### src/rtl/shift_arb_seq.sv
// Two-requester round-robin arbiter and sequencer for a shared 32-bit one-fill right barrel shifter.
// Optional macro SHIFT_ARB_ZERO_BYPASS_EN: zero-amount jobs skip the shifter and go straight to RESP.
module shift_arb_seq (
  input  logic        clk,
  input  logic        rst_n,
  input  logic        req0_valid,
  output logic        req0_ready,
  input  logic [31:0] req0_data,
  input  logic [5:0]  req0_amt,
  input  logic        req1_valid,
  output logic        req1_ready,
  input  logic [31:0] req1_data,
  input  logic [5:0]  req1_amt,
  output logic        rsp_valid,
  input  logic        rsp_ready,
  output logic [31:0] rsp_data,
  output logic        rsp_id,
  output logic [31:0] sh_in,
  output logic [4:0]  sh_load,
  input  logic [31:0] sh_out,
  output logic        busy
);

  localparam int DATA_W = 32;
  localparam int AMT_W  = 6;

  typedef enum logic [1:0] {IDLE, PASS1, PASS2, RESP} state_t;

  state_t              r_state;
  logic [DATA_W-1:0]   r_data;
  logic [AMT_W-1:0]    r_amt;
  logic [4:0]          r_load;
  logic                r_id;
  logic                r_ptr;

  logic                w_idle;
  logic                w_gnt0;
  logic                w_gnt1;
  logic                w_sel;
  logic [DATA_W-1:0]   w_req_data;
  logic [AMT_W-1:0]    w_req_amt;

  // The shifter load port is only 5 bits wide, so clamp anything above 31.
  function automatic logic [4:0] sat_load(input logic [AMT_W-1:0] a);
    return (a > 6'd31) ? 5'd31 : a[4:0];
  endfunction

  // Contention goes to whichever requester was not granted last.
  assign w_idle     = (r_state == IDLE) && rst_n;
  assign w_gnt0     = w_idle && req0_valid && (!req1_valid || r_ptr);
  assign w_gnt1     = w_idle && req1_valid && (!req0_valid || !r_ptr);
  assign w_sel      = w_gnt1;
  assign w_req_data = w_sel ? req1_data : req0_data;
  assign w_req_amt  = w_sel ? req1_amt  : req0_amt;

  assign req0_ready = w_gnt0;
  assign req1_ready = w_gnt1;
  assign sh_in      = r_data;
  assign sh_load    = r_load;
  assign rsp_data   = r_data;
  assign rsp_id     = r_id;
  assign rsp_valid  = (r_state == RESP);
  assign busy       = (r_state != IDLE);

  always_ff @(posedge clk) begin
    if (!rst_n) begin
      r_state <= IDLE;
      r_data  <= '0;
      r_amt   <= '0;
      r_load  <= '0;
      r_id    <= 1'b0;
      r_ptr   <= 1'b1;
    end else begin
      case (r_state)
        IDLE: begin
          if (w_gnt0 || w_gnt1) begin
            r_data <= w_req_data;
            r_amt  <= w_req_amt;
            r_id   <= w_sel;
            r_ptr  <= w_sel;
            r_load <= sat_load(w_req_amt);
`ifdef SHIFT_ARB_ZERO_BYPASS_EN
            r_state <= (w_req_amt == 6'd0) ? RESP : PASS1;
`else
            r_state <= PASS1;
`endif
          end
        end
        // Amounts of 32-63 need a second pass for the remainder beyond 31.
        PASS1: begin
          r_data <= sh_out;
          if (r_amt > 6'd31) begin
            r_load  <= sat_load(r_amt - 6'd31);
            r_state <= PASS2;
          end else begin
            r_state <= RESP;
          end
        end
        PASS2: begin
          r_data  <= sh_out;
          r_state <= RESP;
        end
        RESP: begin
          if (rsp_ready) r_state <= IDLE;
        end
        default: r_state <= IDLE;
      endcase
    end
  end

endmodule

### config.mk
export PLATFORM = sky130hd
export DESIGN_NAME = shift_arb_seq
export DESIGN_NICKNAME = d
export VERILOG_FILES = /design/src/rtl/shift_arb_seq.sv
export SDC_FILE = /design/constraint.sdc
export NUM_CORES = 1
export LEC_CHECK = 0
export BUFFER_PORTS_ARGS = -buffer_cell sky130_fd_sc_hd__buf_2
export CORE_MARGIN = 4
export CORE_UTILIZATION = 40
export DETAILED_ROUTE_END_ITERATION = 6
export GPL_TIMING_DRIVEN = 0
export PLACE_DENSITY = 0.75
export SYNTH_ARGS = -nofsm -noshare
export SYNTH_HDL_FRONTEND = slang
export SYNTH_SLANG_ARGS = --single-unit
### constraint.sdc
create_clock -name clk -period 2.1 [get_ports clk]
set_input_delay 0.42 -clock clk [delete_from_list [all_inputs] [get_ports clk]]
set_output_delay 0.42 -clock clk [all_outputs]
set_load 0.02 [all_outputs]
==> flow_metrics.tcl, run 1 <==
set metrics [dict create \
    dpl_cell_area_um2 4110 \
    netlist_instances 336 \
    clock_latency_ns 0.30 \
    grt_util_met3 0.0545 \
    cp-start-kind "flip-flop" \
    fin_crit_sh 0.968 \
    drc 0 \
    syn_nets 454 \
    cp-startpoint "r_state[1]" \
    grt_busiest_layer "met2" \
    wire_per_inst_um 16.2 \
    ir_worst_vdd_mv 0.783 \
    finalClockSkew_ns 0.00785 \
    area_delta_synth_final_pct 39.5 \
    layout-drive-gt1-share 0.488 \
    cts.clk_slew.worst_paths_ns 0.08 \
    synth_area_um2 3060 \
    setup_viol 0 \
    ys_seq_area_frac 0.308 \
    slew_headroom 0.624 \
    end_kind "output port" \
    antenna_cells 0 \
    hold_viol_final 0 \
    arrival_ns 1.61 \
    reg2reg_slack_ns 0.16 \
    finalWeightedCongestion 0.884 \
    dpl.hpwl_mm 8.16 \
    final_area_um2 4270 \
    row_count 31 \
    ctsHoldBuffers 0 \
    synth-main-ff-cell "dfxtp_1" \
    first_iter_violations 103 \
    use_met2 0.381 \
    tightest_slew_ns 0.562 \
    cap_violations 0 \
    drv_slew 0 \
    global_route.usage.met1 0.267 \
    rsz0062_at_grt "false" \
    dr_total_vias 3303 \
    routed_via_density 5.23 \
    antenna_left 0 \
    setup_ws_ns 0.0666 \
    fmax_ghz 0.492 \
    r2r_end "rsp_data[26]" \
    finalNetCount 651 \
    overflow 0 \
    cts_tree "done" \
    power_density_nw_per_um2 1430 \
    async_flop_share 0 \
    htree_levels 2 \
    synth_enable_flop_cells 0 \
    portBuffers 185 \
    cts_buffer_depth 2 \
    avgSynthCellArea_um2 9.10 \
    hold_class "in -> reg" \
    setup.worst_path.end "req1_ready" \
    root_buffer "clkbuf_8" \
    grt_max_degree 14 \
    cts_inserted_buffers 5 \
    leakage_nw 2.28 \
    layout.cells.non_filler 632 \
    pre_cts_ws_ns -0.0140 \
    ys_types 42 \
    n_fill_cell 679 \
    dp.cells 620 \
    yosys_warnings 0 \
    clkSinkCount 47 \
    worst-r2r-cell-count 7 \
    totalWireLength_mm 10.2 \
    io_pins 187 \
    initial_core_util 0.417 \
    grt_first_pass_wirelength_mm 15.8 \
    layout_min_cycle_time_ns 2.03 \
    grtUsageTotal 0.220 \
    die_area_um2 9110 \
    critPathRequiredTime_ns 1.68 \
    reg2reg_from "r_state[1]" \
    worstSetupPathType "reg -> out" \
    antenna_found_initial 0 \
    grt_pass1_vias 3346 \
    ys_seq_elements 47 \
    dieHeight_um 95.5 \
    cp_max_fo 10 \
    core_area_um2 7330 \
    drtPass1Iterations 4 \
    die_w_um 95.5 \
    outcome "completed" \
]
## worst min-delay path by stage
stage / start / end / cells after the start
finish: rst_n / r_ptr / 2
global route: rst_n / r_ptr / 2
CTS: rst_n / r_ptr / 2
detailed placement: rsp_id / rsp_id / 2
global placement: sh_load[3] / sh_load[3] / 2
floorplan: r_amt[3] / r_amt[3] / 2
## synthesized netlist by cell type, types with 6 or more instances
cell | n | share of area
clkbuf_1 | 15 | 0.018
nand2b_1 | 34 | 0.070
a32o_1 | 35 | 0.11
inv_1 | 6 | 0.0074
a311oi_1 | 6 | 0.017
buf_4 | 33 | 0.081
nor2_1 | 9 | 0.011
o21ai_0 | 6 | 0.0098
nand2_1 | 17 | 0.021
dfxtp_1 | 47 | 0.31
a211o_1 | 33 | 0.094
and3_1 | 28 | 0.057
## routing by layer
layer	routed length, µm	up-vias
met1	4140	1538
met3	690	12
met2	5240	127
met5	0	-
met4	149	0
li1	-	1626
## cell usage in the layout, fill, tap and decap left out, types with 9 or more instances in the layout
cell        n
nor2_1      9
nand2_1    17
dfxtp_1    45
a211o_1    33
a32o_1     35
and3_1     28
nand2b_1   34
buf_2     189
clkbuf_8   10
clkbuf_1   15
buf_4      38
## timing repair
item                       CTS  global route
setup endpoints to repair   25             8
pin swaps                    0             1
setup buffers                1             4
resized for setup           11             2
## critical path, stage by stage (launching register included)
cell and delay [ns]:
dfxtp_4 0.37, inv_4 0.04, ha_4 0.16, and3_4 0.17
buf_12 0.14, nand2_4 0.11, inv_2 0.06, buf_6 0.11
buf_4 0.14
## registers in the layout, summed over array words and instances (netlist names)
| signal | count |
|---|---|
| r_amt | 6 |
| r_ptr | 1 |
| r_state | 2 |
| rsp_data | 32 |
| rsp_id | 1 |
| sh_load | 5 |
## kinds of logic (layout without fill, tap and decap cells)
kind of cell / Yosys count / count (layout) / synth area share
buffers and inverters: 69 / 266 / 0.154
adders and majority gates: 5 / 5 / 0.0204
xor gates and xnor gates: 3 / 3 / 0.00859
AOI/OAI and AO/OA: 97 / 97 / 0.285
muxes: 3 / 3 / 0.00982
DFF: 47 / 47 / 0.308
and+or+nand+nor: 112 / 112 / 0.215
## final cells by class
| class | instances | area, µm² | area share |
|---|---|---|---|
| flip-flops and latches | 47 | 946 | 0.222 |
| repair buffers | 190 | 966 | 0.226 |
| clock buffers | 6 | 82.6 | 0.0193 |
| inverters | 7 | 28.8 | 0.00674 |
| clock inverters | 1 | 5.00 | 0.00117 |
| multi-input cells | 220 | 1660 | 0.389 |
| well taps | 99 | 124 | 0.0290 |
| plain buffers | 62 | 457 | 0.107 |
## stage by stage
stage               total power (W)  TNS [ns]   util  hold WS, ns
global route                0.00654         0  0.582        0.331
detailed placement          0.00543   -0.0490  0.561        0.457
CTS                         0.00607         0  0.578        0.336
finish                      0.00610         0  0.582        0.343
global placement            0.00536         0  0.561        0.440
floorplan                   0.00428         0      -        0.488
## power breakdown
part,switching [W],internal (W),total (W)
registers,0.000272,0.00126,0.00153
clock network,0.000302,0.000259,0.000561
logic,0.00223,0.00178,0.00401
total,0.00280,0.00329,0.00610
Power figures use the tool's default switching activity.
==> run 2, diff against run 1 <==
GPL_TIMING_DRIVEN = not set   (was 0)
clock period = 2 ns   (was 2.1 ns; I/O delays follow)
==> run 2 against run 1 <==
Effect of this change:
- critical path depth unchanged
- largest power group unchanged
- largest cell class unchanged
- critical path type is now reg -> reg
- clock power increased by 31%
- sequential power increased by 4%
==> flow_metrics.tcl, run 2 (same netlist as run 1, synthesis figures left out) <==
set metrics [dict create \
    outcome "completed" \
    largest_register_ff_count 32 \
    critPathBufInv 3 \
    clock_latency_ns 0.29 \
    io_pins 187 \
    hold_viol_final 0 \
    die_w_um 95.5 \
    finalClockSkew_ns 0.00409 \
    layout-drive-gt1-share 0.473 \
    hold_class "in -> reg" \
    grt_first_pass_wirelength_mm 15.2 \
    drtPass1Iterations 4 \
    cts_buffer_depth 2 \
    power_density_nw_per_um2 1540 \
    ctsHoldBuffers 0 \
    grt_util_met3 0.0592 \
    arrival_ns 2.13 \
    overflow 0 \
    grtUsageTotal 0.213 \
    antenna_cells 0 \
    cts_inserted_buffers 5 \
    worstSetupPathType "reg -> reg" \
    antenna_left 0 \
    finalWeightedCongestion 0.916 \
    row_count 31 \
    setup_viol 0 \
    pre_cts_ws_ns -0.0459 \
    cp-start-kind "flip-flop" \
    drv_slew 0 \
    antenna_found_initial 0 \
    initial_core_util 0.417 \
    wire_per_inst_um 16.8 \
    portBuffers 186 \
    die_area_um2 9110 \
    root_buffer "clkbuf_8" \
    totalWireLength_mm 9.92 \
    cap_violations 0 \
    dieHeight_um 95.5 \
    finalNetCount 607 \
    global_route.usage.met1 0.249 \
    dpl.hpwl_mm 7.36 \
    cts_tree "done" \
    critical-path-max-stage-delay_ns 0.38 \
    finish.utilization 0.551 \
    power_w 0.00624 \
    n_fill_cell 673 \
    dr_total_vias 3231 \
    area_delta_synth_final_pct 32.1 \
    setup_ws_ns 0.0628 \
    htree_levels 2 \
    cpMaxStageDelayCell "dfxtp_2" \
    cts.clk_slew.worst_paths_ns 0.09 \
    final_area_um2 4040 \
    tightest_slew_ns 0.332 \
    clkSinkCount 47 \
    crit_family "compound AO/OA/AOI/OAI gates" \
    layout_min_cycle_time_ns 1.94 \
    critPathRequiredTime_ns 2.19 \
    use_met2 0.378 \
    final_common_cell "buf_2" \
    fmax_ghz 0.516 \
    rsz0062_at_grt "false" \
    grt_pass1_vias 3134 \
    slew_headroom 0.778 \
    path_cells "inv_2, ha_4, and3_4, buf_4, buf_12, and3_1, a211o_1, a32o_1" \
    core_area_um2 7330 \
    cp_max_fo 15 \
    ir_worst_vdd_mv 0.730 \
    end_kind "flip-flop" \
    fin_crit_sh 0.969 \
    first_iter_violations 127 \
    final_cell_mix "186 x buf_2, 45 x dfxtp_1, 35 x a32o_1" \
    drc 0 \
    grt_busiest_layer "met2" \
    routed_via_density 5.49 \
    leakage_nw 2.13 \
    dpl_cell_area_um2 3870 \
    grt_max_degree 46 \
]
## run 2: changes by cell type in the layout (fill, tap and decap cells not counted)
cell,change
buf_12,+4
buf_4,-22
buf_6,-4
a211oi_4,+1
buf_2,-3
dfxtp_4,-1
clkbuf_1,-15
clkbuf_8,-4
dfxtp_2,+1
a211oi_2,-1
and3_2,+1
buf_8,-1
bufinv_16,+1
## run 2: worst register-to-register path, stage by stage (launching register included)
cell and delay, ns:
dfxtp_2 0.38, inv_2 0.07, ha_4 0.18, and3_4 0.17, buf_4 0.18, buf_12 0.16
and3_1 0.18, a211o_1 0.27, a32o_1 0.25
## run 2: area by class of cell
cell class	instances	area (µm²)	area share
clock buffers	6	82.6	0.0204
repair buffers	207	1150	0.285
flip-flops and latches	47	943	0.234
well taps	99	124	0.0307
inverters	7	28.8	0.00712
clock inverters	2	35.0	0.00867
multi-input cells	221	1680	0.415
## run 2: repair_timing
action,4_1_cts,5_1_grt
pin swaps,1,1
setup endpoints to repair,33,15
hold endpoints to repair,0,0
cloned,1,0
setup buffers,1,3
resized for setup,5,2
## run 2: routing by layer
metal,share of wire,vias to the layer above
li1,-,1541
met1,0.38,1536
met2,0.52,142
met3,0.086,12
met4,0.015,0
met5,0,-
## run 2: final timing paths
path | start | to | slack, ns | cells after the start
max | r_state[0] | rsp_data[27] | 0.06 | 8
min | req0_amt[4] | r_amt[4] | 0.39 | 3
max reg2reg | r_state[0] | rsp_data[27] | 0.06 | 8
min reg2reg | sh_load[3] | sh_load[3] | 0.47 | 2
## run 2: where the power goes
part | internal [W] | switching [W]
registers | 0.00132 | 0.000274
logic | 0.00167 | 0.00225
clock network | 0.000405 | 0.000331
## run 2: per-stage QoR
step           cells  setup TNS [ns]  hold WS [ns]
3_3_place_gp     576               0         0.441
2_1_floorplan    336               0         0.488
6_report         589               0         0.390
4_1_cts          586               0         0.376
5_1_grt          589               0         0.382
3_5_place_dp     576          -0.321         0.451
==> run 3, diff against run 2 <==
CORE_MARGIN = 8   (was 4)
==> run 3 against run 2 <==
Effect of this change:
- first-iteration DRC count grew 4.7%
- critical path depth down 2
- die area increased by 17%
- clock power rose by 2%
- power down 0.55%
- critical endpoint is now req1_ready
- highest routed layer is now met5
==> flow_metrics.tcl, run 3 (same netlist as run 1, synthesis figures left out) <==
set metrics [dict create \
    die_area_um2 10700 \
    hold_class "in -> reg" \
    slew_headroom 0.789 \
    cts_buffer_depth 2 \
    antenna_found_initial 1 \
    outcome "completed" \
    ir_worst_vdd_mv 0.831 \
    finalWeightedCongestion 0.883 \
    fmax_ghz 0.520 \
    dr_total_vias 3200 \
    critPathBufInv 3 \
    reg2reg_from "r_state[0]" \
    layout-drive-gt1-share 0.468 \
    antenna_left 0 \
    clkSinkCount 47 \
    wire_per_inst_um 18.1 \
    grt_pass1_vias 3333 \
    cp-start-kind "flip-flop" \
    first_iter_violations 133 \
    row_count 32 \
    final_area_um2 3990 \
    initial_core_util 0.404 \
    overflow 0 \
    crit_family "flip-flops" \
    critPathRequiredTime_ns 1.60 \
    dpl_cell_area_um2 3840 \
    path_cells "inv_2, ha_4, and3_4, nand2_4, clkinvlp_4, buf_2" \
    critical-path-max-stage-delay_ns 0.41 \
    die_w_um 103 \
    arrival_ns 1.52 \
    worstHoldStart "req0_amt[0]" \
    io_pins 187 \
    final_cell_mix "186 x buf_2, 46 x dfxtp_1, 35 x a32o_1" \
    tightest_slew_ns 0.315 \
    dp.cells 578 \
    finalClockSkew_ns 0.00851 \
    tns_ns 0 \
    cts.clk_slew.worst_paths_ns 0.09 \
    drc 0 \
    cp-startpoint "r_state[0]" \
    totalWireLength_mm 10.6 \
    layout_min_cycle_time_ns 1.92 \
    grt_first_pass_wirelength_mm 16.0 \
    fin_crit_sh 0.961 \
    leakage_nw 2.09 \
    worstSetupPathType "reg -> out" \
    dpl.hpwl_mm 8.21 \
    cap_violations 0 \
    core_area_um2 7570 \
    grtUsageTotal 0.190 \
    clock_latency_ns 0.31 \
    layout.cells.non_filler 587 \
    power_density_nw_per_um2 1560 \
    final_common_cell "buf_2" \
    portBuffers 186 \
    drv_slew 0 \
    routed_via_density 5.45 \
    cp_max_fo 7 \
    antenna_cells 0 \
    root_buffer "clkbuf_8" \
    cts_tree "done" \
    rsz0062_at_grt "false" \
    largest_register_ff_count 32 \
    drtPass1Iterations 4 \
    end_kind "output port" \
    cpMaxStageDelayCell "dfxtp_1" \
    area_delta_synth_final_pct 30.3 \
    setup_viol 0 \
    n_fill_cell 715 \
    grt_max_degree 50 \
    cts_inserted_buffers 5 \
    ctsHoldBuffers 0 \
    finalNetCount 602 \
    htree_levels 2 \
    hold_viol_final 0 \
    dieHeight_um 103 \
]
==> run 3: per-layer routing <==
metal  vias up  global-route usage  wire length (µm)
met5         -                   0                12
met1      1502               0.217              4350
met4         2              0.0590               172
met2       154               0.317              5050
met3        14              0.0750              1060
li1       1528                   -                 -
==> run 3: final timing paths <==
kind / endpoint / slack (ns) / depth (start not counted)
setup / recovery: req1_ready / 0.08 / 6
hold / removal: r_amt[0] / 0.37 / 3
setup reg to reg: rsp_data[4] / 0.09 / 7
hold reg to reg: sh_load[2] / 0.47 / 1
==> run 3: worst reg2reg max path, stage by stage (launching register included) <==
cell	delay, ns
dfxtp_1	0.41
inv_2	0.08
ha_4	0.18
and3_4	0.21
buf_4	0.21
and3_2	0.22
a211o_1	0.26
a32o_1	0.24
==> run 3: layout make-up <==
cell class              instances  area, µm²  area share
multi-input cells             220       1670       0.419
clock inverters                 2       35.0     0.00879
clock buffers                   6       82.6      0.0207
repair buffers                203       1100       0.275
inverters                       7       30.0     0.00754
flip-flops and latches         47        942       0.236
well taps                     102        128      0.0320
==> run 3: power breakdown <==
group | switching (W) | total (W) | internal, W
sequential | 0.000283 | 0.00160 | 0.00131
combinational | 0.00225 | 0.00386 | 0.00161
clock | 0.000346 | 0.000751 | 0.000405
total | 0.00288 | 0.00621 | 0.00333
==> run 3: repair_timing <==
item                       4_1_cts  5_1_grt
hold endpoints to repair         0        0
setup buffers                    1        0
gates resized for setup          2        4
setup endpoints to repair        2       34
==> run 3: stage by stage <==
step	utilization	total power, W	hold slack [ns]	setup WS (ns)
2_1_floorplan	-	0.00450	0.488	0.140
3_3_place_gp	0.508	0.00538	0.447	0.111
3_5_place_dp	0.508	0.00544	0.454	0.0532
4_1_cts	0.525	0.00621	0.370	0.00722
5_1_grt	0.527	0.00666	0.372	0.0123
6_report	0.527	0.00621	0.374	0.0777
